File: src/rtl/output_drain.sv
// output_drain
//   Receives the MAC-array result stream, requantizes each accumulator value
//   to the output width with round-half-up and saturation, buffers the results
//   in a first-word fall-through FIFO, and presents them to the host on a
//   valid/ready stream. The producer cannot be stalled, so an almost-full hint
//   and a sticky overflow flag are exported.
//
// Ports
//   clk, rst_in            clock, synchronous active-high reset
//   in_valid/in_data/in_x/in_y/in_ch   incoming result and its coordinates
//   almost_full            registered: occupancy >= AF_THRESHOLD
//   overflow, clear_overflow           sticky drop flag and its clear
//   out_valid/out_ready    host handshake for the head entry
//   out_data/out_x/out_y/out_ch/out_last   head entry (zero when empty)
//   level                  current occupancy
module output_drain #(
  parameter int ACCUMULATION_WIDTH = 32,
  parameter int IO_DATA_WIDTH      = 16,
  parameter int OUTPUT_SCALE       = 0,
  parameter int FEATURE_MAP_WIDTH  = 1024,
  parameter int FEATURE_MAP_HEIGHT = 1024,
  parameter int OUTPUT_NB_CHANNELS = 64,
  parameter int FIFO_DEPTH         = 8,
  parameter int AF_THRESHOLD       = FIFO_DEPTH - 2
) (
  input  logic                                    clk,
  input  logic                                    rst_in,
  input  logic                                    in_valid,
  input  logic signed [ACCUMULATION_WIDTH-1:0]    in_data,
  input  logic [$clog2(FEATURE_MAP_WIDTH)-1:0]    in_x,
  input  logic [$clog2(FEATURE_MAP_HEIGHT)-1:0]   in_y,
  input  logic [$clog2(OUTPUT_NB_CHANNELS)-1:0]   in_ch,
  output logic                                    almost_full,
  output logic                                    overflow,
  input  logic                                    clear_overflow,
  output logic                                    out_valid,
  input  logic                                    out_ready,
  output logic signed [IO_DATA_WIDTH-1:0]         out_data,
  output logic [$clog2(FEATURE_MAP_WIDTH)-1:0]    out_x,
  output logic [$clog2(FEATURE_MAP_HEIGHT)-1:0]   out_y,
  output logic [$clog2(OUTPUT_NB_CHANNELS)-1:0]   out_ch,
  output logic                                    out_last,
  output logic [$clog2(FIFO_DEPTH):0]             level
);

  localparam int ACC = ACCUMULATION_WIDTH;
  localparam int IOW = IO_DATA_WIDTH;
  localparam int XW  = $clog2(FEATURE_MAP_WIDTH);
  localparam int YW  = $clog2(FEATURE_MAP_HEIGHT);
  localparam int CW  = $clog2(OUTPUT_NB_CHANNELS);
  localparam int AW  = $clog2(FIFO_DEPTH);
  localparam int LW  = AW + 1;

  localparam logic [LW-1:0] DEPTH_L = LW'(FIFO_DEPTH);
  localparam logic [LW-1:0] AF_L    = LW'(AF_THRESHOLD);

  localparam logic [XW-1:0] X_LAST  = XW'(FEATURE_MAP_WIDTH - 1);
  localparam logic [YW-1:0] Y_LAST  = YW'(FEATURE_MAP_HEIGHT - 1);
  localparam logic [CW-1:0] CH_LAST = CW'(OUTPUT_NB_CHANNELS - 1);

  // Half an output LSB; zero when no shift is applied so the add is a no-op.
  localparam int RND_SH = (OUTPUT_SCALE == 0) ? 0 : OUTPUT_SCALE - 1;
  localparam logic signed [ACC:0] RND =
    (OUTPUT_SCALE == 0) ? '0 : ({{ACC{1'b0}}, 1'b1} << RND_SH);

  localparam logic signed [ACC:0]   SAT_MAX = {{(ACC-IOW+2){1'b0}}, {(IOW-1){1'b1}}};
  localparam logic signed [ACC:0]   SAT_MIN = {{(ACC-IOW+2){1'b1}}, {(IOW-1){1'b0}}};
  localparam logic signed [IOW-1:0] OUT_MAX = {1'b0, {(IOW-1){1'b1}}};
  localparam logic signed [IOW-1:0] OUT_MIN = {1'b1, {(IOW-1){1'b0}}};

  // One guard bit keeps the rounding add from wrapping at the positive limit.
  function automatic logic signed [ACC:0] round_shift(input logic signed [ACC-1:0] d);
    logic signed [ACC:0] ext;
    ext = {d[ACC-1], d};
    return (ext + RND) >>> OUTPUT_SCALE;
  endfunction

  function automatic logic signed [IOW-1:0] saturate(input logic signed [ACC:0] v);
    if (v > SAT_MAX)      return OUT_MAX;
    else if (v < SAT_MIN) return OUT_MIN;
    else                  return v[IOW-1:0];
  endfunction

  logic signed [IOW-1:0] mem_data [FIFO_DEPTH];
  logic [XW-1:0]         mem_x    [FIFO_DEPTH];
  logic [YW-1:0]         mem_y    [FIFO_DEPTH];
  logic [CW-1:0]         mem_ch   [FIFO_DEPTH];
  logic                  mem_last [FIFO_DEPTH];

  logic [AW-1:0]         rd_ptr, wr_ptr;
  logic [LW-1:0]         level_nxt;
  logic                  push, pop;
  logic signed [IOW-1:0] wdata_p0;
  logic                  wlast_p0;

  // Stage p0: requantize and tag the incoming word before it is stored.
  assign wdata_p0 = saturate(round_shift(in_data));
  assign wlast_p0 = (in_x == X_LAST) && (in_y == Y_LAST) && (in_ch == CH_LAST);

  assign out_valid = (level != '0);
  assign pop       = out_valid && out_ready;
  // A pop frees a slot in the same edge, so a full FIFO still accepts then.
  assign push      = in_valid && ((level < DEPTH_L) || pop);

  always_comb begin
    level_nxt = level;
    case ({push, pop})
      2'b10:   level_nxt = level + LW'(1);
      2'b01:   level_nxt = level - LW'(1);
      default: level_nxt = level;
    endcase
  end

  // Storage holds data only; validity is tracked by the control registers.
  always_ff @(posedge clk) begin
    if (push && !rst_in) begin
      mem_data[wr_ptr] <= wdata_p0;
      mem_x[wr_ptr]    <= in_x;
      mem_y[wr_ptr]    <= in_y;
      mem_ch[wr_ptr]   <= in_ch;
      mem_last[wr_ptr] <= wlast_p0;
    end
  end

  always_ff @(posedge clk) begin
    if (rst_in) begin
      rd_ptr      <= '0;
      wr_ptr      <= '0;
      level       <= '0;
      almost_full <= 1'b0;
      overflow    <= 1'b0;
    end else begin
      if (push) wr_ptr <= wr_ptr + AW'(1);
      if (pop)  rd_ptr <= rd_ptr + AW'(1);
      level       <= level_nxt;
      almost_full <= (level_nxt >= AF_L);
      // A drop in the same cycle as a clear wins.
      if (in_valid && !push)  overflow <= 1'b1;
      else if (clear_overflow) overflow <= 1'b0;
    end
  end

  // Stage p1: head entry, forced to zero while the FIFO is empty.
  assign out_data = out_valid ? mem_data[rd_ptr] : '0;
  assign out_x    = out_valid ? mem_x[rd_ptr]    : '0;
  assign out_y    = out_valid ? mem_y[rd_ptr]    : '0;
  assign out_ch   = out_valid ? mem_ch[rd_ptr]   : '0;
  assign out_last = out_valid ? mem_last[rd_ptr] : 1'b0;

endmodule
File: config.mk
export PLATFORM = sky130hd
export DESIGN_NAME = output_drain
export DESIGN_NICKNAME = d
export VERILOG_FILES = /design/src/rtl/output_drain.sv
export SDC_FILE = /design/constraint.sdc
export NUM_CORES = 1
export LEC_CHECK = 0
export CORE_MARGIN = 4
export CORE_UTILIZATION = 30
export DETAILED_ROUTE_END_ITERATION = 16
export PLACE_DENSITY_LB_ADDON = 0.08
export SLEW_MARGIN = 5
export SYNTH_ARGS = -nofsm -noshare
export SYNTH_HDL_FRONTEND = slang
export SYNTH_SLANG_ARGS = --single-unit
File: constraint.sdc
create_clock -name clk -period 10.05 [get_ports clk]
set_input_delay 3.015 -clock clk [delete_from_list [all_inputs] [get_ports clk]]
set_output_delay 3.015 -clock clk [all_outputs]
set_load 0.05 [all_outputs]
==> Word level (Yosys, flattened, before mapping) <==
Memory sizes are Yosys's and may differ from the RTL's. A register that Yosys moved wholly into a read port is not among the register bits.
Index checks and enable logic that the tools add are counted.
{ "word_totals": {"ff_bits": 12, "ram_bits": 344, "input_bits": 63, "mem_count": 5} }
{ "classes": {"n_addsub": 4, "n_lt_le_gt_ge": 4, "n_eq_ne": 5, "n_mux": 22, "reduce_logical": 11} }
{ "mem_list": {"columns": ["name", "words", "width", "rd", "rd_clocked_by_memory_dff", "write_ports", "line_no", "source"], "rows": [
  ["mem_data", 8, 16, 1, 1, 1, "84", "logic signed [IOW-1:0] mem_data [FIFO_DEPTH];"],
  ["mem_x", 8, 10, 1, 1, 1, "85", "logic [XW-1:0] mem_x [FIFO_DEPTH];"],
  ["mem_y", 8, 10, 1, 1, 1, "86", "logic [YW-1:0] mem_y [FIFO_DEPTH];"],
  ["mem_ch", 8, 6, 1, 1, 1, "87", "logic [CW-1:0] mem_ch [FIFO_DEPTH];"],
  ["mem_last", 8, 1, 1, 1, 1, "88", "logic mem_last [FIFO_DEPTH];"]
]} }
{ "op_table": {"columns": ["op", "count"], "rows": [
  ["$mux W16", 3],
  ["$gt A32 B16 Y1 const B", 1],
  ["$lt A32 B16 Y1 const B", 1],
  ["$mux W3", 10],
  ["$eq A10 B10 Y1 const B", 2],
  ["$mux W10", 2],
  ["$pmux W4 S2", 1],
  ["$add A3 B1 Y3 const B", 2],
  ["$eq A6 B6 Y1 const B", 1],
  ["$logic_and A1 B1 Y1", 6],
  ["$mux W6", 1],
  ["$mux W1", 5],
  ["$add A4 B1 Y4 const B", 1],
  ["$ge A4 B3 Y1 const B", 1],
  ["$lt A4 B4 Y1 const B", 1],
  ["$reduce_bool A4 Y1", 1],
  ["$sub A4 B1 Y4 const B", 1],
  ["$eq A2 B1 Y1 const B", 1],
  ["$eq A2 B2 Y1 const B", 1],
  ["$logic_not A1 Y1", 2],
  ["$reduce_bool A2 Y1", 1],
  ["$logic_or A1 B1 Y1", 1]
]} }

==> Longest topological paths before layout <==
{ "depth": {"depth_word": 7, "depth_mapped": 11} }

==> Worst setup path before layout <==
OpenSTA, ideal clock, no wires.
{ "synth_path": {"kind": "input-to-reg", "start": "in out_ready", "end": "mem mem_ch[0][0] (netlist bit), enable pin", "setup_ps": 566, "arrival_ps": 7852, "t_required_ps": 9484, "setup_slack_ps": 1633, "cell_stages": 3, "n_path_buf": 0, "cell_sequence": "nand2b_1 > nand2_1 > nor4b_1"} }
{ "synth_between": {"elab_chain_cells": 6} }
{ "synth_rtl": {"columns": ["item", "line_no", "source"], "rows": [
  ["start, declared", "37", "input logic out_ready,"],
  ["$logic_and A1 B1 Y1", "101", "assign pop = out_valid && out_ready;"],
  ["$logic_or A1 B1 Y1", "103", "assign push = in_valid && ((level < DEPTH_L) || pop);"],
  ["$logic_and A1 B1 Y1", "103", null],
  ["$logic_and A1 B1 Y1", "116", "if (push && !rst_in) begin"],
  ["$mux W1", "116", null],
  ["$mux W1 (not written as such)", "120", "mem_ch[wr_ptr] <= in_ch;"],
  ["end, declared", "87", null]
]} }
No other way between the ends.

==> run metrics <==
Synth cell types=36; pwr/cell area=258.2 nW/um2; Placed Cells incl. Taps=1,366; Setup Crit Path Kind=reg2out; H-tree Lvls=2; max layer used=met4; Mean Syn Cell Area=21.14 um2; Yosys warnings=0; TritonRoute pass-1 iters=4; max cap viols=0; Routed WL per cell=23.54 um; area share of fa/ha/maj cells after synthesis=0.4450%; largest net degree at the start of global routing=49; Slew HR=24.35%; post-route insts no fill=1,439; Arr. time, crit path=4.03 ns; worst slack, placed=3.333 ns; leakage=5.238 nW; GPL Wtd Cong=0.6850; diode count=0; max-slew violation total from the final report=0; main combinational cell family by area after synthesis=multiplexers; Die Area=50,380 um2; WHS=0.4750 ns; status=complete, no violations; core box area=46,460 um2; Worst path max stage delay=0.93 ns; critical path's slowest cell=dfxtp_4; clock sinks=359; CTS hold repair buffers=0; Worst-path clk slew=0.06 ns; Comb power frac=28.0%; antenna violations before repair=0; post-synthesis sequential area ratio=75.62%; FP Rows=79; final setup vio count=0; metal2 WL=17,070 um; Synth Area in Simple Gates=3.560%; VDD IR max=229.5 uV; cts repair resizes=0; Die H=224.5 um; R2R setup slack=6.88 ns; mux cell area share after synthesis=17.05%; vias post-DR=6,828; Post-Synthesis Cell Area=14,060 um2; number of global-route vias before repair=7,569; global-route wire length before repair=50,530 um; Min-Delay Path Class=reg2reg; reg-to-reg endpoint=almost_full; via/cell ratio=4.745; crit path cell chain=buf_4 > mux4_2 > mux2i_1 > nor2_1 > clkdlybuf4s50_1; crit start category=flip-flop; Residual DRC=0; Die Wd=224.5 um; Crit Path Max Fanout=44; CP required=7.04 ns; worst path bufs/invs=2; worst hold path cell count=2; layout cells sized above 1=21.03%; clock group share of total power=32.4%; worst-margin pin slew=1.135 ns; cell count of the worst reg-to-reg path=11; RSZ-0062 raised after global routing=false; # port buffers=112; internal power=3.015 mW; met3 wire length=1243 um; P&R area growth vs syn=22.61%; CTS tree=done; GRT overflow=0; M1 WL=15,030 um; setup TNS=0 ns; maximum clock path buffer count=3; Period minus WS final=7.044 ns; final period utilization=70.09%; Post-Syn Nets=733; final setup margin=3.006 ns; delay-heaviest family, CP=buffers and inverters; total setup buffers inserted after CTS=0; WL final=33,880 um; register area=10,640 um2; Synth Instances=665; Detailed Place HPWL=17,750 um; post-synthesis compound-gate area fraction=1.282%; Final Skew=0.01340 ns; launch point of the worst reg-to-reg path=level[1]; Antenna Nets Post-Route=0; Initial Util=30.26%; gr usage total=13.51%; Fmax achieved=142.0 MHz; starting DRC count in detailed routing=298; post-synthesis xor/xnor area fraction=0.4895%; Top Ports=113; Reg power frac=39.7%; nets=870; Clk Latency, worst-skew pair=0.54 ns; final hold vios=0; Multi-input gate area=3278 um2; clock buffer count from CTS=41; Fillers=4,251; final core utilization=37.10%; Worst setup EP type=output port; Sw Ratio=32.26%; Net Switching=1.436 mW; Stages on worst setup path=5; number of register bits inferred by synthesis=359; Setup crit end=out_x[9]; Clock Tree Root=clkbuf_16
[state kept, by name, summed over array words and instances (netlist names), named ones only]
register and count:
almost_full 1, rd_ptr 3, overflow 1, level 4, mem_ch 48, mem_y 80
mem_last 8, mem_data 128, wr_ptr 3, mem_x 80
[metrics by stage]
stage	power (mW)	area, um2
floorplan	2.640	14060
global placement	3.072	15930
detailed placement	3.076	15930
CTS	4.539	17240
global route	4.647	17240
finish	4.451	17240
[cell type report]
cell class,count,area share [%]
tap,607,4.407
sequential,359,61.74
timing repair buffer,129,7.245
multi-input combinational,270,19.02
clock buffer,57,6.359
inverter,1,0.02178
clock inverter,16,1.205
[layout by cell type (no fill, tap or decap), drive strengths merged, types with 2 or more instances in the layout]
master / Yosys / final
a21oi: 3 / 3
buf: 18 / 17
bufinv: 0 / 4
clkbuf: 13 / 57
clkdlybuf4s50: 0 / 112
clkinv: 0 / 9
clkinvlp: 0 / 2
dfxtp: 15 / 15
edfxtp: 344 / 344
ha: 5 / 5
inv: 1 / 2
mux2i: 46 / 46
mux4: 86 / 86
nand2: 6 / 6
nand2b: 2 / 2
nand3: 4 / 4
nand3b: 2 / 2
nand4: 10 / 10
nor2: 58 / 58
nor2b: 3 / 3
nor3: 4 / 4
nor4: 7 / 7
o21a: 15 / 15
o21ai: 2 / 2
xor2: 6 / 6
[layer usage]
metal  GRT usage, %  vias up
li1               -     3030
met1          18.03     3615
met2          23.26      145
met3          2.206       38
met4          3.379        0
met5              0        -
[synthesized netlist by cell type]
master           n  area share (%)
a211o_1          1           0.062
a21oi_1          3            0.11
a41oi_1          1           0.062
and2_4           1           0.062
and3b_1          1           0.062
and4b_1          1           0.071
buf_2           11            0.39
buf_4            1           0.053
buf_6            6            0.48
clkbuf_1        13            0.35
dfxtp_1         15             2.1
dlygate4sd1_1    4            0.25
edfxtp_1       344              73
ha_1             5            0.45
inv_2            1           0.027
mux2i_1         46             3.3
mux4_2          86              14
nand2_1          6            0.16
nand2b_1         2           0.089
nand3_1          4            0.14
nand3b_1         2            0.11
nand4_1         10            0.45
nand4b_1         1           0.062
nor2_1          58             1.5
nor2b_1          3            0.13
nor3_1           4            0.14
nor4_1           6            0.27
nor4_4           1            0.15
nor4b_1          1           0.062
o21a_1          15            0.80
o21ai_1          2           0.071
o311ai_1         1           0.062
o41ai_2          1            0.12
or4_1            1           0.053
xnor2_2          1            0.12
xor2_1           6            0.37
[how the worst min path moves through the flow]
stage	startpoint	end	slack, ns
after global placement	overflow	overflow	0.46
final	overflow	overflow	0.47
after detailed placement	overflow	overflow	0.46
after floorplan	rd_ptr[2]	flip-flop	0.48
after global routing	overflow	overflow	0.51
after CTS	overflow	overflow	0.47
[kinds of logic after synthesis]
family / after synthesis
AOI/OAI and AO/OA: 24
adders and majority gates: 5
DFF: 359
buffers and inverters: 36
muxes: 132
and+or+nand+nor: 102
xor gates and xnor gates: 7
[worst min-delay path: stages, from the launching register on]
cell and delay, ns:
dfxtp_1 0.31, nand2b_1 0.07, a21oi_1 0.05
[power by group through the flow]
stage	clock [mW]	sequential, mW	combinational (mW)
floorplan	0	1.77	0.866
global placement	0	1.80	1.27
detailed placement	0	1.80	1.27
CTS	1.49	1.77	1.28
global route	1.55	1.78	1.32
finish	1.44	1.77	1.24
No activity file was read; power rests on OpenSTA's default activity.
